File: src/rtl/mem_port_arbiter.sv
// Round-robin arbiter that sequences a single-port memory for three requesters
// (fetch, load/store, host readback) using one request/acknowledge handshake.
module mem_port_arbiter #(
   parameter int RD_LAT = 3,
   parameter int ADDR_W = 16,
   parameter int DATA_W = 32
) (
   input  logic                  clk,
   input  logic                  rst_n,
   input  logic [2:0]            req,
   input  logic [2:0]            we,
   input  logic [3*ADDR_W-1:0]   addr_flat,
   input  logic [3*DATA_W-1:0]   wdata_flat,
   output logic [2:0]            ack,
   output logic [DATA_W-1:0]     rdata,
   output logic [1:0]            grant_id,
   output logic                  busy,
   output logic                  mem_en,
   output logic                  mem_ren,
   output logic                  mem_wen,
   output logic [ADDR_W-1:0]     mem_addr,
   output logic [DATA_W-1:0]     mem_din,
   input  logic [DATA_W-1:0]     mem_dout
);

   localparam int CNT_W = (RD_LAT > 1) ? $clog2(RD_LAT) : 1;
   localparam logic [CNT_W-1:0] CNT_LAST = CNT_W'(RD_LAT - 1);

   typedef enum logic [1:0] {IDLE, ACCESS, DONE} state_t;

   state_t            state;
   logic [1:0]        last;
   logic [CNT_W-1:0]  count;
   logic [1:0]        cand1;
   logic [1:0]        cand2;
   logic [1:0]        winner;
   logic [ADDR_W-1:0] sel_addr;
   logic [DATA_W-1:0] sel_wdata;
   logic              sel_we;

   function automatic logic [1:0] next_port(input logic [1:0] p);
      return (p == 2'd2) ? 2'd0 : p + 2'd1;
   endfunction

   // Search order starts just after the last winner; the last winner itself is tried last.
   assign cand1 = next_port(last);
   assign cand2 = next_port(cand1);

   always_comb begin
      winner = last;
      if (req[cand1]) begin
         winner = cand1;
      end else if (req[cand2]) begin
         winner = cand2;
      end
   end

   assign sel_addr  = addr_flat[int'(winner)*ADDR_W +: ADDR_W];
   assign sel_wdata = wdata_flat[int'(winner)*DATA_W +: DATA_W];
   assign sel_we    = we[winner];

   always_ff @(posedge clk or negedge rst_n) begin
      if (!rst_n) begin
         state    <= IDLE;
         last     <= 2'd2;
         count    <= '0;
         ack      <= '0;
         rdata    <= '0;
         grant_id <= '0;
         busy     <= 1'b0;
         mem_en   <= 1'b0;
         mem_ren  <= 1'b0;
         mem_wen  <= 1'b0;
         mem_addr <= '0;
         mem_din  <= '0;
      end else begin
         case (state)
            IDLE: begin
               if (req != 3'b000) begin
                  mem_addr <= sel_addr;
                  mem_din  <= sel_wdata;
                  mem_en   <= 1'b1;
                  mem_ren  <= ~sel_we;
                  mem_wen  <= sel_we;
                  grant_id <= winner;
                  busy     <= 1'b1;
                  last     <= winner;
                  count    <= '0;
                  state    <= ACCESS;
               end
            end
            ACCESS: begin
               // A write completes after one enabled cycle; a read waits out the memory latency.
               if (mem_wen) begin
                  mem_en  <= 1'b0;
                  mem_wen <= 1'b0;
                  ack     <= 3'b001 << grant_id;
                  state   <= DONE;
               end else if (count == CNT_LAST) begin
                  rdata   <= mem_dout;
                  mem_en  <= 1'b0;
                  mem_ren <= 1'b0;
                  ack     <= 3'b001 << grant_id;
                  state   <= DONE;
               end else begin
                  count <= count + 1'b1;
               end
            end
            DONE: begin
               ack   <= '0;
               busy  <= 1'b0;
               state <= IDLE;
            end
            default: state <= IDLE;
         endcase
      end
   end

endmodule

File: config.mk
export PLATFORM = sky130hd
export DESIGN_NAME = mem_port_arbiter
export DESIGN_NICKNAME = d
export VERILOG_FILES = /design/src/rtl/mem_port_arbiter.sv
export SDC_FILE = /design/constraint.sdc
export NUM_CORES = 1
export LEC_CHECK = 0
export ABC_AREA = 1
export CAP_MARGIN = 20
export CORE_UTILIZATION = 40
export CTS_CLUSTER_SIZE = 20
export DETAILED_ROUTE_END_ITERATION = 10
export MAX_ROUTING_LAYER = met4
export PLACE_DENSITY = 0.79
export SLEW_MARGIN = 25
export SYNTH_ARGS = -nofsm -noshare
export SYNTH_HDL_FRONTEND = slang
export SYNTH_SLANG_ARGS = --single-unit
File: constraint.sdc
create_clock -name clk -period 1.9 [get_ports clk]
set_input_delay 0.57 -clock clk [delete_from_list [all_inputs] [get_ports clk]]
set_output_delay 0.57 -clock clk [all_outputs]
set_load 0.1 [all_outputs]
==> metrics.txt, run 1 <==
ant diodes=0; mapped cell area=~5100 um2; DIE WIDTH=between 100 and 150 um; CTS tree=built; Global Route Usage Sum=between 20% and 30%; cell chain of the critical path=clkdlybuf4s50_1, nand3_1, nand2_2, inv_1, nand2_4, buf_4, nand3_1, nand3_1, a21oi_1; global-route wire length before repair=28200 um; reg2reg start=grant_id[0]; iteration count of the initial detailed-routing pass=6; flops & latches, synth=94; Chip Height=115 um; Worst Setup End Kind=register; YS warnings=0; CTS Buf Count=9; most frequent cells in the layout=188 x nand2_1, 181 x clkdlybuf4s50_1, 152 x nand3_1; clock buffer depth=2; crit path DAT=a little over 2 ns; outcome=finished, final reports clean; hold crit path type=in2async; Vias/cell=5.13; fill count=about 840; post-synth top area share=around 46%; slowest CP cell=clkdlybuf4s50_1; Core Util, Final=about 78%; Routed Antenna Nets=0; initial antenna violation count=0; most used cell, CP=nand3_1; Max FO, Critical Path=10; CTS Hold Buffers Added=0; syn_nets=844; dpl ws=-0.442 ns; slew margin rel.=between 70% and 80%; die area=about 13000 um2; max_cap viols=0; # IOs=between 200 and 300; required time worst endpoint=2.12 ns; Routed WL=18500 um; H-Tree Depth=3; Synth cell types=24; Area Overhead vs Synth=86.1%; FF-to-FF End=mem_din[28]; largest family of logic cells by synthesized area=simple AND/OR/NAND/NOR gates; GPL Wtd Cong=~0.88; FP Rows=40; Tcrit/Tclk final=95.7%; drt wl/cell=roughly 17 um; mux contribution to synthesized area=under 10%; final worst slack=0.0825 ns; CP max stage delay=approximately 0.48 ns; vias in the first global route=around 5700; Worst-Skew Late Latency=roughly 0.34 ns; commonest non-fill, non-tap cell in the layout=nand2_1; starting density of the core=between 40% and 50%; Post-Syn Instances=~660; CTS Root Cell=clkbuf_16; Synth Area in Simple Gates=between 30 and 40%; r2r setup slk=between 0.1 and 0.15 ns; startpoint class of the critical path=primary input; largest net degree at the start of global routing=50; XOR/XNOR share of the synthesized area=0%; R2R depth=8; DR iter-0 viols=just over 400; Synth area leader=dfrtp_1; Final setup viols=0; final non-filler cell total=roughly 1100; Clock Skew=approximately 0.0095 ns; grt ovf=0; Max Clk Rate=0.550 GHz; # port buffers=~270; Clock transition at path regs=~0.070 ns; placeable core area=12200 um2; hpwl dp=between 10000 and 15000 um; Adder-Cell Fraction of Synth Area=less than 1%; Synth Area per Inst=about 7.7 um2; sequential fraction of the synthesis area=between 40% and 50%; setup TNS=0 ns; post-placement cell count=1087; DRC viols=0; layout net count=around 1100; critical path type=in2reg; Final Max Tran Viols=0; synth top area cells=dfrtp_1 46%, nand3_1 15%, nand2_1 14%; routed via count=around 5700; TritonCTS Sinks=94; Least-Margin Pin Slew=approximately 0.40 ns; final hold viol count=0; compound-gate portion of the synthesized area=~4.3%; Tmin final=approximately 1.8 ns; share of cells above drive strength 1=around 20%
logic make-up after synthesis:
family | Yosys count
simple gates | 380
compound gates | 39
fa+ha+maj | 1
flops | 94
buf+inv | 113
mux | 32
flip-flops by register name (all words and copies together) (netlist names):
register / cells
ack: 3
state: 2
count: 2
mem_din: 32
mem_ren: 1
mem_en: 1
mem_addr: 16
rdata: 32
busy: 1
grant_id: 2
last: 1
mem_wen: 1
per-layer routing:
metal | part of all wire [%] | global-route usage (%) | vias to the layer above | wire length [um]
met4 | 2.8 | 11.5 | 0 | 524
li1 | - | - | 2672 | -
met1 | 37 | 32.2 | 2681 | 6890
met2 | 51 | 50.7 | 297 | 9510
met3 | 8.6 | 6.48 | 40 | 1600
met5 | 0 | - | - | 0
cells in the mapped netlist:
cell,instances
o21ai_1,1
nor2_4,1
clkbuf_1,7
nand2_1,192
buf_1,1
mux2_2,32
a31oi_4,1
inv_2,5
a21oi_1,28
o32ai_1,1
o22ai_1,2
nand3_1,152
inv_1,65
o21ai_2,1
buf_2,26
ha_1,1
buf_6,3
dfrtp_1,93
nand2_4,2
nand3b_1,1
dfstp_2,1
o21ai_0,5
buf_4,6
nor2_1,32
metrics by stage:
step | instance area [um2] | hold WS (ns)
2_1_floorplan | 5090 | 0.274
3_3_place_gp | 9050 | 0.483
3_5_place_dp | 9050 | 0.517
4_1_cts | 9360 | 0.158
5_1_grt | 9480 | 0.176
6_report | 9480 | 0.159
critical path: cells and delay by family:
| kind | cells | cell delay (ns) |
|---|---|---|
| and+or+nand+nor | 5 | 0.61 |
| buffers and inverters | 3 | 0.76 |
| AOI/OAI and AO/OA | 1 | 0.09 |
cell type report:
type	count	area [um2]	area share, %
timing repair buffer	308	4070	43.0
sequential	94	2350	24.8
multi-input combinational	453	2270	24.0
inverter	70	265	2.80
clock buffer	9	225	2.38
tap	168	210	2.22
clock inverter	7	78.8	0.832
timing repair:
action | 4_1_cts | 5_1_grt
buffers inserted | 0 | 3
cloned | 1 | 2
endpoints found under the setup margin | 24 | 52
pin swaps | 2 | 3
gates resized for setup | 1 | 10
worst max-delay path by stage:
stage                  from           end
detailed placement   req[1]   mem_din[22]
global placement     req[1]  mem_addr[15]
CTS                  req[1]    mem_din[8]
floorplan           mem_wen      rdata[0]
global route         req[2]    mem_din[2]
finish               req[2]    mem_din[7]
Power of run 1 is left out: the tool's default activity adds up to more than one toggle a clock period on the data nets, which glitch-free logic cannot reach.
==> inputs of run 2 (changes only) <==
- TNS_END_PERCENT: unset -> 30
==> metrics.txt, run 2 (synthesis gave the netlist of run 1 again) <==
Worst Setup End Kind=register (unchanged); outcome=finished, final reports clean (unchanged); final hold viol count=0 (unchanged); Clock Skew=0.00950 ns (about the same); # port buffers=272 (unchanged); startpoint class of the critical path=primary input (unchanged); H-Tree Depth=3 (unchanged); FF-to-FF End=mem_din[7] (was mem_din[28]); GRT busiest layer=met2 (unchanged); r2r setup slk=0.17 ns (was 0.14 ns); drt wl/cell=16.3 um (was 16.7 um); Area Overhead vs Synth=84.9% (was 86.1%); R2R depth=8 (unchanged); Global Route Usage Sum=29.0% (unchanged); initial antenna violation count=0 (unchanged); Max Clk Rate=0.555 GHz (was 0.550 GHz); Worst-Skew Late Latency=0.34 ns (about the same); # IOs=273 (unchanged); CTS tree=built (unchanged); routed via count=5605 (was 5690); vias in the first global route=5683 (unchanged); M1 GR Usage=32.2% (unchanged); crit path DAT=2.06 ns (was 2.04 ns); Clock transition at path regs=0.07 ns (about the same); ant diodes=0 (unchanged); largest net degree at the start of global routing=50 (unchanged); hold crit path type=in2async (unchanged); required time worst endpoint=2.16 ns (was 2.12 ns); Routed Antenna Nets=0 (unchanged); DRC viols=0 (unchanged); Final Max Tran Viols=0 (unchanged); met2 Use GR=50.7% (unchanged); commonest non-fill, non-tap cell in the layout=nand2_1 (unchanged); Final setup viols=0 (unchanged); Tcrit/Tclk final=94.8% (was 95.7%); clock buffer depth=2 (unchanged); top flop regs=mem_din x32, rdata x32, mem_addr x16 (unchanged); Post-Place Cell Area=9050 um2 (unchanged); CTS Root Cell=clkbuf_16 (unchanged); CTS Buf Count=9 (unchanged); global-route wire length before repair=28200 um (unchanged); Least-Margin Pin Slew=0.403 ns (was 0.400 ns); critical path type=in2reg (unchanged); Tmin final=1.80 ns (was 1.82 ns); DIE WIDTH=115 um (unchanged); max_cap viols=0 (unchanged); Max FO, Critical Path=38 (was 10); grt ovf=0 (unchanged); starting density of the core=41.7% (unchanged); most frequent cells in the layout=188 x nand2_1, 181 x clkdlybuf4s50_1, 152 x nand3_1 (unchanged); GPL Wtd Cong=0.880 (unchanged); layout net count=1119 (was 1121); Finished Cell Area=9420 um2 (was 9480 um2); unrepaired setup endpoints after global routing=yes; Routed WL=18000 um (was 18500 um); slew margin rel.=73.1% (was 73.4%); fill count=852 (was 839); reg2reg start=grant_id[0] (unchanged); share of cells above drive strength 1=20.2% (was 20.4%); placeable core area=12200 um2 (unchanged); FP Rows=40 (unchanged); Chip Height=115 um (unchanged); iteration count of the initial detailed-routing pass=5 (was 6); die area=13200 um2 (unchanged); hpwl dp=13800 um (unchanged); TritonCTS Sinks=94 (unchanged); DR iter-0 viols=407 (was 409); Vias/cell=5.06 (was 5.13); met3 GRT Util=6.48% (unchanged)
==> run 2: worst max-delay path by stage <==
stage | from | cells past startpoint | slack (ns) | end
6_report | req[2] | 10 | 0.1 | mem_din[6]
5_1_grt | req[2] | 10 | -0.01 | mem_din[6]
4_1_cts | req[1] | 7 | -0.04 | mem_din[8]
3_5_place_dp | req[1] | 7 | -0.44 | mem_din[22]
3_3_place_gp | req[1] | 7 | -0.37 | mem_addr[15]
2_1_floorplan | mem_wen | 4 | 0.24 | rdata[0]
==> run 2: critical path: stages <==
cell,delay (ns)
clkdlybuf4s50_1,0.48
nand3_1,0.09
nand2_2,0.12
inv_1,0.06
nand2_2,0.12
buf_12,0.20
nand3_1,0.12
nand2_1,0.08
nand2_1,0.06
a21oi_1,0.13
==> run 2: routing by layer <==
layer  part of all wire [%]  up-vias
li1                       -     2670
met1                     37     2625
met2                     51      270
met3                    8.4       40
met4                    3.1        0
met5                      0        -
==> run 2: area by class of cell <==
class | instances | area (um2) | area share (%)
clock buffers | 9 | 225 | 2.39
repair buffers | 306 | 4010 | 42.6
well taps | 168 | 210 | 2.23
inverters | 70 | 265 | 2.82
flip-flops and latches | 94 | 2350 | 25.0
multi-input cells | 453 | 2270 | 24.1
clock inverters | 7 | 78.8 | 0.837
==> run 2: stage by stage <==
step           setup TNS (ns)  utilization (%)  hold WS (ns)  setup WS (ns)  cells
6_report                    0             77.1         0.160         0.0979   1107
5_1_grt               -0.0184             77.1         0.176        -0.0111   1107
3_3_place_gp           -15.22             74.1         0.483         -0.369   1087
3_5_place_dp           -17.97             74.1         0.517         -0.442   1087
2_1_floorplan               0                -         0.274          0.242    659
4_1_cts                -0.323             76.6         0.158        -0.0356   1104
==> run 2: what timing repair did <==
item	CTS	global route
pin swaps	2	3
gates resized for setup	1	8
hold buffers	0	0
cloned	1	0
buffers inserted	0	3
endpoints found under the setup margin	24	52
Power of run 2 is left out for the same reason.
==> inputs of run 3 (changes only) <==
- SLEW_MARGIN: 25 -> 20
==> results of run 3 <==
No change in the layout: final DEF, timing and power equal those of run 2.
Power of run 3 is left out for the same reason.
